`src/rtl/fft_pkg.sv`:
```
// Shared types and constants for the FFT output path.
// The typedefs describe a beat at the default sample/index widths; parameterised
// blocks use beat_width() to size a flat storage word for their own widths.
package fft_pkg;

    localparam int LANES      = 4;
    localparam int SAMPLES    = 2 * LANES;   // col1 lanes then col2 lanes
    localparam int PKG_DATA_W = 32;
    localparam int PKG_IDX_W  = 11;

    typedef struct packed {
        logic [PKG_DATA_W-1:0] re;
        logic [PKG_DATA_W-1:0] im;
    } cplx_t;

    typedef struct packed {
        logic [PKG_IDX_W-1:0]    idx_col2;
        logic [PKG_IDX_W-1:0]    idx_col1;
        cplx_t [SAMPLES-1:0]     s;
    } beat_t;

    typedef enum logic {
        IDLE   = 1'b0,
        STREAM = 1'b1
    } ser_state_e;

    // Bits needed to hold one beat: 8 complex samples plus two column indices.
    function automatic int beat_width(input int data_w, input int idx_w);
        return SAMPLES * 2 * data_w + 2 * idx_w;
    endfunction

endpackage

```
`src/rtl/fft_out_serializer_beat_fifo.sv`:
```
// beat_fifo: synchronous FIFO of whole beats with full/empty/level.
// The storage array is not reset; only pointers and the level counter are.
// The caller guarantees push only when not full (or when popping in the same
// cycle) and pop only when not empty.
module beat_fifo #(
    parameter int WIDTH = 8,
    parameter int DEPTH = 4
) (
    input  logic                     clk,
    input  logic                     rst_n,
    input  logic                     push,
    input  logic [WIDTH-1:0]         push_data,
    input  logic                     pop,
    output logic [WIDTH-1:0]         head_data,
    output logic                     full,
    output logic                     empty,
    output logic [$clog2(DEPTH):0]   level
);

    localparam int AW = $clog2(DEPTH);

    logic [WIDTH-1:0] mem [DEPTH];
    logic [AW-1:0]    wr_ptr_reg;
    logic [AW-1:0]    rd_ptr_reg;
    logic [AW:0]      level_reg;

    // Beat storage write; when full and popping, the write lands in the slot
    // being retired, whose old contents are still read out this cycle.
    always_ff @(posedge clk) begin
        if (push) begin
            mem[wr_ptr_reg] <= push_data;
        end
    end

    // Pointer and occupancy bookkeeping; simultaneous push and pop nets to zero.
    always_ff @(posedge clk or negedge rst_n) begin
        if (!rst_n) begin
            wr_ptr_reg <= '0;
            rd_ptr_reg <= '0;
            level_reg  <= '0;
        end else begin
            if (push) begin
                wr_ptr_reg <= wr_ptr_reg + AW'(1);
            end
            if (pop) begin
                rd_ptr_reg <= rd_ptr_reg + AW'(1);
            end
            level_reg <= level_reg + (AW+1)'(push) - (AW+1)'(pop);
        end
    end

    assign head_data = mem[rd_ptr_reg];
    assign full      = (level_reg == (AW+1)'(DEPTH));
    assign empty     = (level_reg == '0);
    assign level     = level_reg;

endmodule

```
`src/rtl/fft_out_serializer.sv`:
```
// fft_out_serializer: buffers 8-sample beats from the recover stage and emits
// them one complex sample per cycle (col1 lanes 0..3, then col2 lanes 0..3)
// over a valid/ready interface. Beats that find no room are dropped and flagged.
// Optional build macro FFT_OUT_STATS_EN adds saturating beats_in/beats_dropped.
module fft_out_serializer
    import fft_pkg::*;
#(
    parameter int DATA_W = 32,
    parameter int IDX_W  = 11,
    parameter int DEPTH  = 4
) (
    input  logic                            clk,
    input  logic                            rst_n,
    input  logic                            in_valid,
    input  logic [LANES-1:0][DATA_W-1:0]    in_col1_r,
    input  logic [LANES-1:0][DATA_W-1:0]    in_col1_i,
    input  logic [LANES-1:0][DATA_W-1:0]    in_col2_r,
    input  logic [LANES-1:0][DATA_W-1:0]    in_col2_i,
    input  logic [IDX_W-1:0]                in_index_col1,
    input  logic [IDX_W-1:0]                in_index_col2,
    output logic                            out_valid,
    input  logic                            out_ready,
    output logic [DATA_W-1:0]               out_r,
    output logic [DATA_W-1:0]               out_i,
    output logic [IDX_W-1:0]                out_index,
    output logic                            out_col,
    output logic [1:0]                      out_lane,
    output logic [$clog2(DEPTH):0]          level,
    output logic                            overflow,
    input  logic                            clr_ovf
`ifdef FFT_OUT_STATS_EN
    ,
    output logic [15:0]                     beats_in,
    output logic [15:0]                     beats_dropped
`endif
);

    localparam int LW     = $clog2(DEPTH) + 1;
    localparam int BEAT_W = beat_width(DATA_W, IDX_W);
    localparam int IDX_LO = SAMPLES * 2 * DATA_W;

    ser_state_e        state_reg;
    ser_state_e        state_next;
    logic [2:0]        cnt_reg;
    logic              overflow_reg;

    logic [BEAT_W-1:0] push_flat;
    logic [BEAT_W-1:0] head_flat;
    logic              fifo_full;
    logic              fifo_empty;
    logic [LW-1:0]     fifo_level;

    logic              xfer;
    logic              last_xfer;
    logic              push;
    logic              drop;
    logic              stream;

    logic [DATA_W-1:0] samp_r [SAMPLES];
    logic [DATA_W-1:0] samp_i [SAMPLES];
    logic [IDX_W-1:0]  head_idx1;
    logic [IDX_W-1:0]  head_idx2;

    // Flatten the incoming beat: sample k = col1 lane k for k<4, col2 lane k-4 otherwise.
    for (genvar gi = 0; gi < LANES; gi++) begin : g_pack
        assign push_flat[(2*gi)*DATA_W           +: DATA_W] = in_col1_r[gi];
        assign push_flat[(2*gi+1)*DATA_W         +: DATA_W] = in_col1_i[gi];
        assign push_flat[(2*(gi+LANES))*DATA_W   +: DATA_W] = in_col2_r[gi];
        assign push_flat[(2*(gi+LANES)+1)*DATA_W +: DATA_W] = in_col2_i[gi];
    end
    assign push_flat[IDX_LO         +: IDX_W] = in_index_col1;
    assign push_flat[IDX_LO + IDX_W +: IDX_W] = in_index_col2;

    // Split the head beat back into per-sample views for the output mux.
    for (genvar gi = 0; gi < SAMPLES; gi++) begin : g_unpack
        assign samp_r[gi] = head_flat[(2*gi)*DATA_W   +: DATA_W];
        assign samp_i[gi] = head_flat[(2*gi+1)*DATA_W +: DATA_W];
    end
    assign head_idx1 = head_flat[IDX_LO         +: IDX_W];
    assign head_idx2 = head_flat[IDX_LO + IDX_W +: IDX_W];

    // A full FIFO still takes a beat when its head beat retires this cycle.
    assign xfer      = out_valid & out_ready;
    assign last_xfer = xfer & (cnt_reg == 3'd7);
    assign push      = in_valid & (~fifo_full | last_xfer);
    assign drop      = in_valid & ~push;

    beat_fifo #(
        .WIDTH (BEAT_W),
        .DEPTH (DEPTH)
    ) u_beat_fifo (
        .clk       (clk),
        .rst_n     (rst_n),
        .push      (push),
        .push_data (push_flat),
        .pop       (last_xfer),
        .head_data (head_flat),
        .full      (fifo_full),
        .empty     (fifo_empty),
        .level     (fifo_level)
    );

    // FSM state register.
    always_ff @(posedge clk or negedge rst_n) begin
        if (!rst_n) begin
            state_reg <= IDLE;
        end else begin
            state_reg <= state_next;
        end
    end

    // Next state and out_valid. Leaving IDLE on the push itself gives the
    // one-cycle in_valid to out_valid latency from an empty FIFO.
    always_comb begin
        state_next = state_reg;
        out_valid  = 1'b0;
        case (state_reg)
            IDLE: begin
                if (push || !fifo_empty) begin
                    state_next = STREAM;
                end
            end
            STREAM: begin
                out_valid = 1'b1;
                if (last_xfer && (fifo_level == LW'(1)) && !push) begin
                    state_next = IDLE;
                end
            end
            default: begin
                state_next = IDLE;
            end
        endcase
    end

    // Sample counter within the head beat; the 7->0 wrap coincides with the pop.
    always_ff @(posedge clk or negedge rst_n) begin
        if (!rst_n) begin
            cnt_reg <= '0;
        end else if (xfer) begin
            cnt_reg <= cnt_reg + 3'd1;
        end
    end

    // Sticky drop flag; a drop in the same cycle beats a clear.
    always_ff @(posedge clk or negedge rst_n) begin
        if (!rst_n) begin
            overflow_reg <= 1'b0;
        end else if (drop) begin
            overflow_reg <= 1'b1;
        end else if (clr_ovf) begin
            overflow_reg <= 1'b0;
        end
    end

    // Output mux: head beat and counter are frozen while stalled, so outputs
    // hold. Forced to zero when idle so reset leaves them at 0 regardless of
    // the unreset storage contents.
    assign stream    = (state_reg == STREAM);
    assign out_r     = stream ? samp_r[cnt_reg] : '0;
    assign out_i     = stream ? samp_i[cnt_reg] : '0;
    assign out_index = stream ? (cnt_reg[2] ? head_idx2 : head_idx1) : '0;
    assign out_col   = stream & cnt_reg[2];
    assign out_lane  = stream ? cnt_reg[1:0] : 2'd0;
    assign level     = fifo_level;
    assign overflow  = overflow_reg;

`ifdef FFT_OUT_STATS_EN
    logic [15:0] beats_in_reg;
    logic [15:0] beats_dropped_reg;

    // Saturating beat statistics; clr_ovf restarts both from the current cycle.
    always_ff @(posedge clk or negedge rst_n) begin
        if (!rst_n) begin
            beats_in_reg      <= '0;
            beats_dropped_reg <= '0;
        end else if (clr_ovf) begin
            beats_in_reg      <= {15'd0, push};
            beats_dropped_reg <= {15'd0, drop};
        end else begin
            if (push && (beats_in_reg != 16'hFFFF)) begin
                beats_in_reg <= beats_in_reg + 16'd1;
            end
            if (drop && (beats_dropped_reg != 16'hFFFF)) begin
                beats_dropped_reg <= beats_dropped_reg + 16'd1;
            end
        end
    end

    assign beats_in      = beats_in_reg;
    assign beats_dropped = beats_dropped_reg;
`endif

endmodule

```
`config.mk`:
```
export PLATFORM = sky130hd
export DESIGN_NAME = fft_out_serializer
export DESIGN_NICKNAME = d
export VERILOG_FILES = /design/src/rtl/fft_pkg.sv /design/src/rtl/fft_out_serializer_beat_fifo.sv /design/src/rtl/fft_out_serializer.sv
export SDC_FILE = /design/constraint.sdc
export NUM_CORES = 2
export LEC_CHECK = 0
export CORE_MARGIN = 2
export CORE_UTILIZATION = 52
export DETAILED_ROUTE_END_ITERATION = 12
export PLACE_DENSITY = 0.75
export SLEW_MARGIN = 15
export SYNTH_ARGS = -nofsm -noshare
export SYNTH_HDL_FRONTEND = slang
export SYNTH_SLANG_ARGS = --single-unit
```
`constraint.sdc`:
```
create_clock -name clk -period 13.61 [get_ports clk]
set_input_delay 2.722 -clock clk [delete_from_list [all_inputs] [get_ports clk]]
set_output_delay 2.722 -clock clk [all_outputs]
set_load 0.02 [all_outputs]
```
# Word level (Yosys, flattened, before mapping)
# Memories as Yosys holds them, arrays and structs flattened.
# Index checks and enable logic that the tools add are counted.
# W data, S select, Z words.
[totals]
reg_bits = 12
ramBits = 2136
memories = 1
input_bits = 539
output_inout_bits = 83
[op_classes]
n_mux = 19
n_reduce_logical = 7
n_bitwise = 10
n_eq_ne = 3
add_sub_neg = 5
n_lt_le_gt_ge = 1
[memory_table]
columns = ["memory", "depth", "width", "read_ports", "rd_ports_with_merged_regs", "wr", "line", "source"]
rows = [
  ["u_beat_fifo.mem", 4, 534, 1, 0, 1, "fft_out_serializer_beat_fifo.sv:22", "logic [WIDTH-1:0] mem [DEPTH];"],
]
[ops]
columns = ["operator", "n"]
rows = [
  ["$bmux W32 S3", 2],
  ["$mux W32", 6],
  ["$mux W11", 2],
  ["$mux W1", 7],
  ["$eq A3 B3 Y1 const B", 2],
  ["$and A1 B1 Y1", 5],
  ["$add A2 B1 Y2 const B", 2],
  ["$ge A4 B4 Y1 const B", 1],
  ["$not A3 Y4", 1],
  ["$add A3 B1 Y3", 1],
  ["$add A3 B1 Y3 const B", 1],
  ["$eq A3 B1 Y1 const B", 1],
  ["$logic_not A3 Y1", 1],
  ["$not A1 Y1", 3],
  ["$sub A3 B1 Y3", 1],
  ["$logic_and A1 B1 Y1", 2],
  ["$logic_not A1 Y1", 2],
  ["$mux W2", 1],
  ["$pmux W1 S2", 1],
  ["$reduce_bool A2 Y1", 1],
  ["$logic_or A1 B1 Y1", 1],
  ["$or A1 B1 Y1", 1],
]

# Depth between registers and ports, before layout
[logic_depth]
ltp_word = 9
ltp_mapped = 9

# Cells and area by module
# From an unflattened synthesis, not the netlist that was laid out.
[unflattened]
hier_cells = 3322
hier_area_um2 = 81798.5
[modules_own_cells]
columns = ["module", "area_per_inst_um2", "cells_each", "n_inst"]
rows = [
  ["beat_fifo", 77242.8, 2824, 1],
  ["fft_out_serializer", 4555.6, 498, 1],
]

# Worst setup path after synthesis
# OpenSTA, ideal clock, no wires.
[synth_path]
path_type = "input -> register"
start = "in out_ready"
end = "mem u_beat_fifo.mem[0][0] (netlist bit) (enable)"
path_stages = 3
arrival_time_ps = 15406
setup_ps = 969
path_buffers = 0
setup_slack_ps = -2765
path_cell_list = "nand3_1 > a31oi_1 > and2_1"
[synth_between]
elab_chain_len = 6
[synth_rtl]
columns = ["element", "line", "source"]
rows = [
  ["from (decl)", "fft_out_serializer.sv:22", "input logic out_ready,"],
  ["$and A1 B1 Y1", "fft_out_serializer.sv:83", "assign xfer = out_valid & out_ready;"],
  ["$and A1 B1 Y1", "fft_out_serializer.sv:84", "assign last_xfer = xfer & (cnt_reg == 3'd7);"],
  ["$or A1 B1 Y1", "fft_out_serializer.sv:85", "assign push = in_valid & (~fifo_full | last_xfer);"],
  ["$and A1 B1 Y1", "fft_out_serializer.sv:85", ""],
  ["named net push", "fft_out_serializer.sv:55", "logic push;"],
  ["$mux W1", "fft_out_serializer_beat_fifo.sv:30", "if (push) begin"],
  ["$mux W1 (not written as such)", "fft_out_serializer_beat_fifo.sv:31", "mem[wr_ptr_reg] <= push_data;"],
  ["to (decl)", "fft_out_serializer_beat_fifo.sv:22", ""],
]
# The timed path passes the listed nets, and every way through them passes these cells.

# Worst setup path after layout
[layout_path]
start = "reg cnt_reg[2]"
end = "out out_r[0]"
[layout_between]
elab_chain_len = 5
[layout_rtl]
columns = ["element", "line", "source"]
rows = [
  ["from (decl)", "fft_out_serializer.sv:44", "logic [2:0] cnt_reg;"],
  ["from (signal assigned)", "fft_out_serializer.sv:140", "cnt_reg <= cnt_reg + 3'd1;"],
  ["$not A3 Y4 (not written as such)", "fft_out_serializer.sv:159", "assign out_r = stream ? samp_r[cnt_reg] : '0;"],
  ["$bmux W32 S3", "fft_out_serializer.sv:159", ""],
  ["$mux W32 (not written as such) (2 in a row)", "fft_out_serializer.sv:159", ""],
  ["$mux W32", "fft_out_serializer.sv:159", ""],
  ["to (decl)", "fft_out_serializer.sv:23", "output logic [DATA_W-1:0] out_r,"],
]
# Every way passes these cells. The select of a mux whose other input is x is not followed.

==> summary.txt <==
Setup path
  • Cell with the largest stage delay on the worst path: sky130_fd_sc_hd__or3_4
  • Worst Setup Start Kind: flop
  • Cell-by-cell trace of the critical path: buf_4, buf_4, or3_4, buf_4, o22ai_1, nor3_1, clkdlybuf4s50_1
  • Type of the worst setup path: flop to output port
  • Maximum fanout along the worst path: 40
  • CP most frequent cell: sky130_fd_sc_hd__buf_4
  • Maximum cell stage delay along the critical path: just over 0.8 ns
  • Flop2flop setup slack: between 7 and 8 ns
  • Depth of the most critical reg-to-reg path: 7
  • Sort of element at the end of the critical path: output port
  • Number of buffer and inverter stages on the critical path: 4
  • Crit Reg-Reg Endpoint: u_beat_fifo.mem[0][230]$_DFFE_PP_
  • Top cell family by delay on the critical path: buffers and inverters
  • Reg-to-reg startpoint: cnt_reg[0]$_DFFE_PN0P_
  • CP Data Required Time: 10.89 ns
  • Signal arrival time at the worst endpoint: 6.04 ns

Detailed routing
  • Routed length per placed instance: roughly 29 um
  • Post-detailed-route via-to-cell ratio: about 6.1
  • Number of antenna-violating nets in the routed design: 0
  • Wirelength, routed: around 190000 um
  • DR pass1 iterations: 5
  • Detailed router's first-iteration violation count: between 3000 and 4000
  • Drt drc: 0
  • Number of vias after detailed routing: between 40000 and 50000

Finish
  • Fraction of final layout cells with drive strength greater than 1: 0.169
  • Number of flip-flops in the largest register: 2136
  • Count of filler cells inserted in the layout: approximately 10000
  • Multi-input gate area in the final layout: roughly 16000 um^2
  • Total number of nets in the final design: a little under 5000
  • Final cell utilization of the core: 0.619
  • Storage element area: between 60000 and 70000 um^2
  • Layout Area Growth over Synthesis: 18.5%
  • Final Instance Count excl. Fillers: roughly 6600

STA
  • Period minus WS final: between 8 and 9 ns
  • Post-Route Skew: roughly 0.026 ns
  • Setup Total Neg Slack: 0 ns
  • RSZ-0062 raised after global routing: false
  • Period utilization: 0.644
  • Final Slew Violations: 0
  • Highest attainable clock frequency: roughly 110 MHz
  • Final number of setup-violating endpoints: 0
  • Measured slew at the worst slew-check pin: around 1.2 ns
  • Rel. slew slack: 0.186
  • Final Hold Fails: 0
  • Slack of the critical path: approximately 4.8 ns

CTS
  • Maximum clock path buffer count: 3
  • Setup repair bufs after CTS: 0
  • Insertion delay to the later sink of the worst-skew pair: approximately 0.84 ns
  • TritonCTS clock tree: yes
  • Max H-tree Level: 4
  • Post-cts repair resize count: 0
  • Hold buffer count at CTS: 0
  • Total number of clock tree sinks: 2148
  • Clock input transition at the sequential cells of the worst setup and hold paths: approximately 0.06 ns
  • Inserted Clock Buffers: roughly 210
  • Root Driver: sky130_fd_sc_hd__clkbuf_16

Synthesis
  • Fraction of registers with async set or reset after synthesis: 0.00559
  • Fraction of the yosys area taken by sequential cells: 0.792
  • Register bit count reported by yosys: around 2100
  • Cell taking the most area after synthesis: sky130_fd_sc_hd__edfxtp_1
  • Fraction of synthesized cell area taken by the top area cell type: 0.788
  • Area share of and/or/nand/nor cells after synthesis: 0.0110
  • Synthesized area: 81400 um^2
  • Adder-Cell Fraction of Synth Area: 0.00132
  • Post-Syn Instances: 3676
  • Count of flip-flops with a built-in enable after synthesis: 2136
  • Synth Area in Compound Gates: 0.0291
  • Count of cell types in the netlist: between 40 and 50
  • Yosys warnings: 0
  • Fraction of synthesized area in multiplexers: 0.152
  • Largest cells by area after synthesis: sky130_fd_sc_hd__edfxtp_1 79%, sky130_fd_sc_hd__mux4_2 9.4%, sky130_fd_sc_hd__mux2i_1 4.9%
  • Main combinational cell family by area after synthesis: multiplexers
  • Area share of xor/xnor cells in the synthesized design: 0.000646
  • Average cell area after synthesis: 22.1 um^2
  • Primary flip-flop cell chosen by synthesis mapping: sky130_fd_sc_hd__edfxtp_1
  • Syn Nets: between 4000 and 5000

Job
  • Number of max-capacitance violations reported: 0

Power
  • Clock power frac: 0.262
  • Share of total power consumed by net switching: 0.308
  • Cell Int Power: around 0.015 W
  • Tot Pwr: 0.0212 W
  • Power density relative to cell area: between 200 and 250 nW/um^2
  • Switching power summed over all nets: between 0.006 and 0.007 W
  • Portion of total power attributed to sequential cells: 0.431
  • Logic gate share of total power: 0.307
  • Worst ir drop on vdd: roughly 0.18 mV
  • Leakage dissipation: approximately 31 nW

Global routing
  • Overall Global Routing Usage: 0.238
  • Largest net degree at the start of global routing: around 160
  • First-pass GRT wire length: approximately 280000 um
  • Vias in the first global route: 41100
  • Total congestion overflow: 0
  • Initial antenna violation count: slightly below 80

Place
  • IO Port Bufs: 621
  • Half-perimeter wire length of the detailed placement result: roughly 110000 um
  • Instance count after placement with tap cells included: ~6200
  • Final GP Congestion: between 0.7 and 0.8
  • Post-placement setup slack: a little under 6 ns

Floorplan
  • Core box area: about 160000 um^2
  • Total die area: 160000 um^2
  • IO Pins: roughly 620
  • Width of the die: around 400 um
  • # rows: approximately 150
  • Starting Density: 0.522
  • Vert. Die Dim: 400 um

Hold path
  • Min-Delay Endpoint: overflow$_DFFE_PN0P_
  • Startpoint of the most critical hold path: overflow$_DFFE_PN0P_
  • Hold Path Cell Cnt: 2
  • HP Class: flop to flop

Run status
  • Run status: finished, final reports clean
## synthesized netlist by cell type (2+ instances only)
cell and instances:
sky130_fd_sc_hd__ha_1 7, sky130_fd_sc_hd__dfrtp_1 12, sky130_fd_sc_hd__nor4bb_1 3, sky130_fd_sc_hd__nand3_1 65
sky130_fd_sc_hd__o22ai_1 127, sky130_fd_sc_hd__mux2i_1 396, sky130_fd_sc_hd__a22oi_1 128, sky130_fd_sc_hd__xnor2_1 5
sky130_fd_sc_hd__and2_1 7, sky130_fd_sc_hd__edfxtp_1 2136, sky130_fd_sc_hd__nor2b_1 2, sky130_fd_sc_hd__nor3_1 65
sky130_fd_sc_hd__nand2_1 5, sky130_fd_sc_hd__a221oi_1 64, sky130_fd_sc_hd__buf_4 24, sky130_fd_sc_hd__mux2_2 66
sky130_fd_sc_hd__buf_1 11, sky130_fd_sc_hd__buf_2 81, sky130_fd_sc_hd__inv_1 6, sky130_fd_sc_hd__buf_6 20
sky130_fd_sc_hd__clkbuf_1 69, sky130_fd_sc_hd__mux4_2 341, sky130_fd_sc_hd__nor2_1 14
## per-layer routing
layer,global-route usage,share of wire,vias to the layer above
met5,0,0.0029,-
met4,0.0807,0.025,86
met3,0.0627,0.087,371
met2,0.381,0.50,1718
met1,0.318,0.39,21100
li1,-,-,17000
## cell usage in the layout (no fill, tap or decap), types with 14 or more instances in the layout
cell                              synthesis  final
sky130_fd_sc_hd__mux2_2                  66     66
sky130_fd_sc_hd__clkinv_2                 0     33
sky130_fd_sc_hd__diode_2                  0     34
sky130_fd_sc_hd__buf_4                   24     38
sky130_fd_sc_hd__mux2i_1                396    396
sky130_fd_sc_hd__nand3_1                 65     65
sky130_fd_sc_hd__edfxtp_1              2136   2136
sky130_fd_sc_hd__clkbuf_1                69     41
sky130_fd_sc_hd__buf_12                   0     16
sky130_fd_sc_hd__mux4_2                 341    341
sky130_fd_sc_hd__a22oi_1                128    128
sky130_fd_sc_hd__a221oi_1                64     64
sky130_fd_sc_hd__bufinv_16                0     16
sky130_fd_sc_hd__nor2_1                  14     14
sky130_fd_sc_hd__clkbuf_16                0    210
sky130_fd_sc_hd__clkdlybuf4s50_1          0    621
sky130_fd_sc_hd__o22ai_1                127    127
sky130_fd_sc_hd__clkinv_1                 0     51
sky130_fd_sc_hd__nor3_1                  65     65
## layout make-up
cell class / instances / share of cell area
Sequential cell: 2148 / 0.668
Timing Repair Buffer: 675 / 0.0707
Antenna cell: 34 / 0.000882
Clock buffer: 252 / 0.0562
Tap cell: 2058 / 0.0267
Clock inverter: 124 / 0.0123
Inverter: 6 / 0.000259
Multi-Input combinational cell: 1314 / 0.165
## worst reg2reg max path, cell delays in order (launching register included)
cell and delay, ns:
sky130_fd_sc_hd__dfrtp_4 1.06, sky130_fd_sc_hd__ha_1 0.32, sky130_fd_sc_hd__ha_1 0.16, sky130_fd_sc_hd__nand3_1 0.23, sky130_fd_sc_hd__a31oi_1 0.77, sky130_fd_sc_hd__and2_4 0.95
sky130_fd_sc_hd__buf_12 0.67, sky130_fd_sc_hd__buf_12 0.82
## how the worst max path moves through the flow
stage                           startpoint                         endpoint  cells after the start
detailed placement  cnt_reg[2]$_DFFE_PN0P_                         out_r[0]                      7
global placement    cnt_reg[2]$_DFFE_PN0P_                         out_r[0]                      7
finish              cnt_reg[2]$_DFFE_PN0P_                         out_r[0]                      7
CTS                 cnt_reg[2]$_DFFE_PN0P_                         out_r[0]                      7
global route        cnt_reg[2]$_DFFE_PN0P_                         out_r[0]                      7
floorplan                        out_ready  u_beat_fifo.mem[3][0]$_DFFE_PP_                      3
## power by group through the flow
| stage | Sequential [W] | Clock (W) | Combinational, W |
|---|---|---|---|
| after floorplan | 0.00952 | 0 | 0.00434 |
| after global placement | 0.00919 | 0 | 0.00646 |
| after detailed placement | 0.00925 | 0 | 0.00653 |
| after CTS | 0.00913 | 0.00564 | 0.00657 |
| after global routing | 0.00921 | 0.00590 | 0.00688 |
| final | 0.00912 | 0.00555 | 0.00651 |
## through the flow
stage | cell area (um^2) | hold slack [ns]
floorplan | 81400 | 0.580
global placement | 89800 | 0.527
detailed placement | 89800 | 0.548
CTS | 96400 | 0.547
global route | 96400 | 0.587
finish | 96500 | 0.550
## logic make-up after synthesis
logic type,count (synthesis)
DFF,2148
muxes,803
AOI/OAI and AO/OA,326
buffers and inverters,214
and+or+nand+nor,171
adders and majority gates,8
xor gates and xnor gates,6
Power figures use the tool's default switching activity.
